===== src/rtl/config_loader_pkg.sv =====
// rtl/config_loader_pkg.sv - shared types, constants and helpers for the configuration loader
// Contents: loader state enum, CRC-16-CCITT constants, CLEAR length, ceil-divide helper.
package config_loader_pkg;

  typedef enum logic [2:0] {
    ST_IDLE  = 3'd0,
    ST_CLEAR = 3'd1,
    ST_LOAD  = 3'd2,
    ST_SHIFT = 3'd3,
    ST_CHECK = 3'd4,
    ST_DONE  = 3'd5
  } state_t;

  localparam logic [15:0] CRC_POLY = 16'h1021;
  localparam logic [15:0] CRC_INIT = 16'hFFFF;

  // Cycles the chain clear (config_nreset) is held low at the start of a load.
  localparam int CLEAR_CYCLES = 2;

  // Number of host words needed to cover a chain of num bits.
  function automatic int ceil_div(input int num, input int den);
    return (num + den - 1) / den;
  endfunction

endpackage


===== src/rtl/config_loader_if.sv =====
// rtl/config_loader_if.sv - host word handshake bundle for the configuration loader
// Signals: word_data (MSB shifted first), word_valid (host), word_ready (loader).
// Modports: master = host side, slave = loader side.
interface config_loader_if #(
  parameter int WORD_WIDTH = 8
);

  logic [WORD_WIDTH-1:0] word_data;
  logic                  word_valid;
  logic                  word_ready;

  modport master (
    output word_data,
    output word_valid,
    input  word_ready
  );

  modport slave (
    input  word_data,
    input  word_valid,
    output word_ready
  );

endinterface


===== src/rtl/config_loader_crc16.sv =====
// rtl/config_loader_crc16.sv - bit-serial CRC-16-CCITT accumulator, MSB first
// Used by config_loader only when CONFIG_LOADER_CRC_EN is defined.
// Ports: clock, nreset (async active-low), clear (reload init), enable (absorb din),
//        din (serial payload bit), crc (running remainder).
module config_loader_crc16
  import config_loader_pkg::*;
(
  input  logic        clock,
  input  logic        nreset,
  input  logic        clear,
  input  logic        enable,
  input  logic        din,
  output logic [15:0] crc
);

  logic feedback;

  assign feedback = crc[15] ^ din;

  always_ff @(posedge clock or negedge nreset) begin
    if (!nreset) begin
      crc <= CRC_INIT;
    end else if (clear) begin
      crc <= CRC_INIT;
    end else if (enable) begin
      crc <= {crc[14:0], 1'b0} ^ (feedback ? CRC_POLY : 16'h0000);
    end
  end

endmodule


===== src/rtl/config_loader.sv =====
// rtl/config_loader.sv - serial bitstream loader for the tile configuration chain
// Accepts host words over host (config_loader_if.slave) and shifts them MSB-first
// onto the chain, pulsing config_enable exactly TILE_COUNT*TILE_BITS times per load.
// Ports: clock, nreset (async active-low), start, host (word_data/valid/ready),
//        config_out, config_enable, config_nreset (chain side),
//        busy, done, error (status).
// Optional feature: CONFIG_LOADER_CRC_EN adds a 16-bit CRC trailer check; when
// undefined, error is tied low and no trailer words are accepted.
module config_loader
  import config_loader_pkg::*;
#(
  parameter int TILE_COUNT = 1,
  parameter int TILE_BITS  = 524,
  parameter int WORD_WIDTH = 8
) (
  input  logic           clock,
  input  logic           nreset,
  input  logic           start,
  config_loader_if.slave host,
  output logic           config_out,
  output logic           config_enable,
  output logic           config_nreset,
  output logic           busy,
  output logic           done,
  output logic           error
);

  localparam int CHAIN_LENGTH = TILE_COUNT * TILE_BITS;
  localparam int CNT_W        = $clog2(CHAIN_LENGTH + 1);
  localparam int BIT_W        = (WORD_WIDTH > 1) ? $clog2(WORD_WIDTH) : 1;
  localparam int CLR_W        = (CLEAR_CYCLES > 1) ? $clog2(CLEAR_CYCLES) : 1;

  state_t                  state;
  state_t                  state_n;
  logic [WORD_WIDTH-1:0]   shift_reg;
  logic [CNT_W-1:0]        bit_cnt;      // bits already shifted this load
  logic [BIT_W-1:0]        bit_in_word;  // position within the current word
  logic [CLR_W-1:0]        clear_cnt;

  logic start_accept;
  logic clear_last;
  logic last_bit;
  logic word_end;

  assign start_accept = start && (state == ST_IDLE || state == ST_DONE);
  assign clear_last   = (clear_cnt == CLR_W'(CLEAR_CYCLES - 1));
  // The chain length, not the word boundary, ends the payload, so a final
  // partial word has its low bits dropped.
  assign last_bit     = (bit_cnt == CNT_W'(CHAIN_LENGTH - 1));
  assign word_end     = (bit_in_word == BIT_W'(WORD_WIDTH - 1));

`ifdef CONFIG_LOADER_CRC_EN
  localparam int TRAILER_WORDS = 16 / WORD_WIDTH;

  logic        trailer_phase;  // payload finished; LOAD now collects CRC words
  logic [0:0]  trailer_cnt;
  logic [15:0] expected_crc;
  logic [15:0] computed_crc;
  logic        error_q;

  config_loader_crc16 u_crc16 (
    .clock  (clock),
    .nreset (nreset),
    .clear  (start_accept),
    .enable (state == ST_SHIFT),
    .din    (shift_reg[WORD_WIDTH-1]),
    .crc    (computed_crc)
  );

  assign error = error_q;
`else
  assign error = 1'b0;
`endif

  always_ff @(posedge clock or negedge nreset) begin
    if (!nreset) begin
      state <= ST_IDLE;
    end else begin
      state <= state_n;
    end
  end

  always_comb begin
    state_n = state;
    unique case (state)
      ST_IDLE, ST_DONE: begin
        if (start) state_n = ST_CLEAR;
      end
      ST_CLEAR: begin
        if (clear_last) state_n = ST_LOAD;
      end
      ST_LOAD: begin
        if (host.word_valid) begin
`ifdef CONFIG_LOADER_CRC_EN
          if (!trailer_phase) begin
            state_n = ST_SHIFT;
          end else if (trailer_cnt == 1'(TRAILER_WORDS - 1)) begin
            state_n = ST_CHECK;
          end
`else
          state_n = ST_SHIFT;
`endif
        end
      end
      ST_SHIFT: begin
        if (last_bit) begin
`ifdef CONFIG_LOADER_CRC_EN
          state_n = ST_LOAD;
`else
          state_n = ST_DONE;
`endif
        end else if (word_end) begin
          state_n = ST_LOAD;
        end
      end
      ST_CHECK: begin
        state_n = ST_DONE;
      end
      default: begin
        state_n = ST_IDLE;
      end
    endcase
  end

  always_ff @(posedge clock or negedge nreset) begin
    if (!nreset) begin
      shift_reg     <= '0;
      bit_cnt       <= '0;
      bit_in_word   <= '0;
      clear_cnt     <= '0;
`ifdef CONFIG_LOADER_CRC_EN
      trailer_phase <= 1'b0;
      trailer_cnt   <= '0;
      expected_crc  <= '0;
      error_q       <= 1'b0;
`endif
    end else begin
      unique case (state)
        ST_IDLE, ST_DONE: begin
          if (start) begin
            bit_cnt       <= '0;
            clear_cnt     <= '0;
`ifdef CONFIG_LOADER_CRC_EN
            trailer_phase <= 1'b0;
            trailer_cnt   <= '0;
            error_q       <= 1'b0;
`endif
          end
        end
        ST_CLEAR: begin
          clear_cnt <= clear_cnt + CLR_W'(1);
        end
        ST_LOAD: begin
          if (host.word_valid) begin
`ifdef CONFIG_LOADER_CRC_EN
            if (trailer_phase) begin
              // Trailer words arrive MSB first; keep the low 16 bits.
              expected_crc <= 16'({expected_crc, host.word_data});
              trailer_cnt  <= trailer_cnt + 1'b1;
            end else begin
              shift_reg   <= host.word_data;
              bit_in_word <= '0;
            end
`else
            shift_reg   <= host.word_data;
            bit_in_word <= '0;
`endif
          end
        end
        ST_SHIFT: begin
          shift_reg   <= {shift_reg[WORD_WIDTH-2:0], 1'b0};
          bit_cnt     <= bit_cnt + CNT_W'(1);
          bit_in_word <= bit_in_word + BIT_W'(1);
`ifdef CONFIG_LOADER_CRC_EN
          if (last_bit) trailer_phase <= 1'b1;
`endif
        end
        ST_CHECK: begin
`ifdef CONFIG_LOADER_CRC_EN
          error_q <= (expected_crc != computed_crc);
`endif
        end
        default: begin
        end
      endcase
    end
  end

  // All outputs decode registered state only.
  assign host.word_ready = (state == ST_LOAD);
  assign config_enable   = (state == ST_SHIFT);
  assign config_out      = (state == ST_SHIFT) && shift_reg[WORD_WIDTH-1];
  assign config_nreset   = (state != ST_CLEAR);
  assign busy            = (state == ST_CLEAR) || (state == ST_LOAD) ||
                           (state == ST_SHIFT) || (state == ST_CHECK);
  assign done            = (state == ST_DONE);

endmodule


===== src/flat_wrapper.sv =====
// flat-port wrapper written by rule: the top's interface ports become plain ports
module config_loader_flat import config_loader_pkg::*;
#(
  parameter int TILE_COUNT = 1,
  parameter int TILE_BITS  = 524,
  parameter int WORD_WIDTH = 8
)
  (clock, nreset, start, config_out, config_enable, config_nreset, busy, done, error, host_word_data, host_word_valid, host_word_ready);
  config_loader_if #(.WORD_WIDTH(WORD_WIDTH)) host_i ();
  input  logic clock;
  input  logic nreset;
  input  logic start;
  output logic config_out;
  output logic config_enable;
  output logic config_nreset;
  output logic busy;
  output logic done;
  output logic error;
  input wire logic [$bits(host_i.word_data)-1:0] host_word_data;
  input wire logic [$bits(host_i.word_valid)-1:0] host_word_valid;
  output wire logic [$bits(host_i.word_ready)-1:0] host_word_ready;
  assign host_i.word_data = host_word_data;
  assign host_i.word_valid = host_word_valid;
  assign host_word_ready = host_i.word_ready;
  config_loader #(.TILE_COUNT(TILE_COUNT), .TILE_BITS(TILE_BITS), .WORD_WIDTH(WORD_WIDTH)) u_core (.clock(clock), .nreset(nreset), .start(start), .host(host_i), .config_out(config_out), .config_enable(config_enable), .config_nreset(config_nreset), .busy(busy), .done(done), .error(error));
endmodule

===== config.mk =====
export PLATFORM = sky130hd
export DESIGN_NAME = config_loader_flat
export DESIGN_NICKNAME = d
export VERILOG_FILES = /design/src/rtl/config_loader_pkg.sv /design/src/rtl/config_loader_if.sv /design/src/rtl/config_loader_crc16.sv /design/src/rtl/config_loader.sv /design/src/flat_wrapper.sv
export SDC_FILE = /design/constraint.sdc
export NUM_CORES = 1
export LEC_CHECK = 0
export CORE_MARGIN = 3
export CORE_UTILIZATION = 59
export CTS_CLUSTER_DIAMETER = 30
export DETAILED_ROUTE_END_ITERATION = 7
export DONT_BUFFER_PORTS = 1
export GPL_ROUTABILITY_DRIVEN = 0
export PLACE_DENSITY = 0.78
export SYNTH_ARGS = -nofsm -noshare
export SYNTH_HDL_FRONTEND = slang
export SYNTH_HIERARCHICAL = 1
export SYNTH_SLANG_ARGS = --single-unit

===== constraint.sdc =====
create_clock -name clock -period 2.6 [get_ports clock]
set_input_delay 0.65 -clock clock [delete_from_list [all_inputs] [get_ports clock]]
set_output_delay 0.65 -clock clock [all_outputs]
set_load 0.005 [all_outputs]

== Word level (Yosys, flattened, before mapping) ==
Cells that the tools add are included.
Operators by class
  equal/unequal tests: 12
  order comparisons: 0
  divide/modulo/power cells: 0
  add/sub/neg operators: 3
  reductions and logical operators: 13
  shift-type cells: 0
  mux-type cells: 14
  multipliers: 0
  bitwise logic cells: 0
Operators with widths (number)
  $pmux W10 S2: 1
  $mux W3: 6
  $pmux W8 S2: 1
  $pmux W3 S5: 1
  $add A10 B1 Y10 const B: 1
  $eq A10 B10 Y1 const B: 1
  $mux W10: 1
  $eq A3 B3 Y1 const B: 3
  $mux W8: 1
  $eq A3 B2 Y1 const B: 2
  $ne A3 B1 Y1 const B: 2
  $pmux W3 S2: 1
  $reduce_and A2 Y1: 3
  $reduce_bool A2 Y1: 3
  $ne A2 B2 Y1 const B: 2
  $reduce_and A4 Y1: 1
  $add A3 B1 Y3 const B: 1
  $eq A3 B1 Y1 const B: 1
  $logic_not A3 Y1: 1
  $logic_or A1 B1 Y1: 3
  $ne A2 B1 Y1 const B: 1
  $pmux W1 S2: 1
  $reduce_or A2 Y1: 1
  $add A1 B1 Y1 const B: 1
  2 further kinds: 2
Storage, ports and cells
  latch bits: 0
  bits in registers: 25
  memories: 0
  output and inout port bits: 7
  bits in writable memories: 0
  logic and storage cells: 47
  ROM bits: 0

== Logic depth before layout (Yosys ltp) ==
  depth in word-level cells: 4
  gate-level depth with buffers: 6
  depth with buffers taken out: 5

== Worst setup path after synthesis ==
No wires, ideal clock.
  kind: reg2out
  start: reg u_core.state[0]
  end: out config_out
  setup slack: 0.963 ns
  arrival: 0.987 ns
  data required time: 1.950 ns
  cell stages (with the launch flop): 6
  cell sequence: dfrtp_1 > buf_6 > nand3b_4 > inv_4 > buf_4 > and2_1
Between the ends
  longest elaborated chain between the ends: 2
RTL lines
  start, declared: line config_loader.sv:33  | state_t state;
  start signal, assigned: line config_loader.sv:79  | state <= state_n;
  $eq A3 B2 Y1
  via config_enable: line flat_wrapper.sv:14  | output logic config_enable;
  $logic_and A1 B1 Y1: line config_loader.sv:192  | assign config_out = (state == ST_SHIFT) && shift_reg[WORD_WIDTH-1];
  end, declared: line flat_wrapper.sv:13  | output logic config_out;
The timed path passes the listed nets, and every way through them passes these cells.

== Final worst setup path ==
Same ends and word-level chain as after synthesis.

==> impl_metrics.toml <==
[timing]
tightestPinTransition_ns = 0.646
rsz0062_at_grt = "no"
setup_tns_ns = 0
post-route-min-period_ns = 2.32
relSlewSlack_pct = 56.8
finalSetupViolations = 0
period_share_pct = 89.4
finClkSkew_ns = 0.0136
holdWs_ns = 0.471
hold_violations = 0
slew_violations = 0
clock.fmax_mhz = 430

[detailed_routing]
drt-initial-drc-count = 16
avgViaCountPerCell = 6.22
dr.pass1.iters = 4
drc = 0
wl_um = 2680
ant_nets = 0
wl_per_cell_um = 16.5
vias = 1007

[logic_synthesis]
yosysSeqAreaShare_pct = 45.2
postSynth.asyncResetShare_pct = 100
ys_warn_count = 6
synth_seq_cells = 25
synthFlopType = "dfrtp_1"
synth_edf_count = 0
netlist_area_sq_um = 1380
synth.distinct_cells = 45
postSynthCellCount = 135
syn-num-nets = 150
avgSynthCellArea_sq_um = 10.3

[placed_design]
place_area_sq_um = 1370
hpwlAfterDp_um = 1900
io_buffers = 0

[global_route]
grt_pass1_wl_um = 4400
antenna_found_initial = 0
grt_usage_pct = 21.0
grt_max_degree = 19
first_global_vias = 950
grt-ovfl-total = 0

[status]
status = "completed"

[die]
num_io_pins = 19
initial_utilization_pct = 66.5
die_area_sq_um = 2960
die_x_um = 54.4
fp.coreArea_sq_um = 2080
dieHeight_um = 54.4
rows = 16

[finish]
final_core_util_pct = 68.1
num-nets-final = 151
largest_reg_flops = 10
antennaDiodeCount = 0
drive_gt1_share_pct = 8.89
postLayoutCellArea_sq_um = 1420
area_growth_pct = 2.53
final_common_cell = "dfrtp_1"
final_cell_mix = "dfrtp_1 (25), o21ai_0 (18), nand2_1 (9), mux2i_1 (8), a21oi_1 (7)"

[critical_path]
crit_path_top_delay_cell = "dfrtp_1"
cp_num_buf_inv = 1
worstPathArrival_ns = 1.67
cp_max_fo = 18
path_cells = "nand3b_4, inv_4, and2_1"
path_class = "flop to output port"
worstPathRequired_ns = 1.95
r2r-end = "u_core/shift_reg[2]"
r2r_cells = 4
max_stage_delay_ns = 0.68
r2r_slack_ns = 0.70
setup.worst_path.end_class = "output port"
r2r-start = "u_core/state[0]"
start_kind = "flop"
path_delay_family = "flip-flops"

[power]
pwr-share-clk_pct = 11.9
p_leak_nw = 0.624
powerDensity_nw_per_um2 = 1020
seqPwrFrac_pct = 48.2
power_switching_uw = 587
comb_power_share_pct = 39.9
p_sw_share_pct = 40.4
internal-power_uw = 864
ir_drop_uv = 599

[cts]
root_buffer = "clkbuf_4"
htreeDepth = 1
path_clk_slew_ns = 0.14
cts-buffers-inserted = 3
clock_path_buffers = 2
cts_setup_buffers = 0
cts.sinks = 25
cts_tree = "built"
clock_latency_ns = 0.32

[worst_hold_path]
hold_depth = 1
hold_start = "u_core/bit_cnt[9]"
min_to = "u_core/bit_cnt[9]"
hold_class = "flop to flop"

[flow_run]
max_cap_viol_count = 0
==> per-layer routing <==
layer	vias to the layer above	GRT usage (%)	routed length [um]
met5	-	0	0
met4	0	7.47	36
li1	494	-	-
met3	4	3.81	103
met1	491	28.0	1280
met2	18	33.9	1260
==> synth_stat cells (all sizes together) (3+ instances only) <==
library cell / count / area (sq um)
dfrtp: 25 / 626
nor2: 5 / 18.8
nand3: 3 / 15.0
o21ai: 20 / 104
ha: 3 / 37.5
mux2i: 8 / 80.1
nand2: 9 / 33.8
mux2: 6 / 67.6
o211ai: 5 / 37.5
buf: 6 / 46.3
a21oi: 7 / 35.0
inv: 5 / 21.3
==> final cells by class <==
type	count	area (sq um)
clock inverters	1	5.00
well taps	27	33.8
multi-input cells	99	691
inverters	5	21.3
clock buffers	3	22.5
repair buffers	2	20.0
flip-flops and latches	25	626
fillers	164	663
==> worst register-to-register path, stage by stage (launching register included) <==
cell and delay, ns:
dfrtp_1 0.68, nand3b_4 0.24, inv_4 0.25, mux2_1 0.37, mux2_2 0.27
==> worst max path at each step <==
stage | from | to | slack (ns) | cells past startpoint
after floorplan | u_core/state[0] | config_out | 0.96 | 5
after global placement | u_core/state[0] | config_out | 0.71 | 3
after detailed placement | u_core/state[0] | config_out | 0.64 | 3
after CTS | u_core/state[0] | config_out | 0.26 | 3
after global routing | u_core/state[0] | config_out | 0.10 | 3
final | u_core/state[0] | config_out | 0.28 | 3
==> through the flow <==
step / instances / power, mW / setup WS, ns
after CTS: 161 / 1.45 / 0.258
after detailed placement: 156 / 1.28 / 0.636
after global placement: 156 / 1.24 / 0.708
after global routing: 162 / 1.57 / 0.101
after floorplan: 135 / 1.15 / 0.963
final: 162 / 1.45 / 0.276
==> power groups by stage <==
stage               registers, mW  clock network (mW)  logic, mW
global route                0.721               0.198      0.649
global placement            0.692                   0      0.544
CTS                         0.696               0.177      0.579
floorplan                   0.641                   0      0.513
finish                      0.700               0.173      0.579
detailed placement          0.704                   0      0.573
==> cell families (layout without fill, tap and decap cells) <==
kind of cell / after synthesis / count (layout) / share of synthesized area, %
AOI/OAI and AO/OA: 40 / 40 / 17.1
xor gates and xnor gates: 2 / 2 / 1.27
adders and majority gates: 3 / 3 / 2.71
buffers and inverters: 11 / 11 / 4.88
DFF: 25 / 25 / 45.2
muxes: 14 / 14 / 10.7
other: 1 / 1 / 0.271
and+or+nand+nor: 39 / 39 / 17.9
==> repair_timing <==
item / in CTS / in global routing
hold endpoints to repair: 14 / 11
hold buffers: 1 / 1
gates resized for setup: 0 / 0
Note: power is estimated with default switching activity, not from simulation.
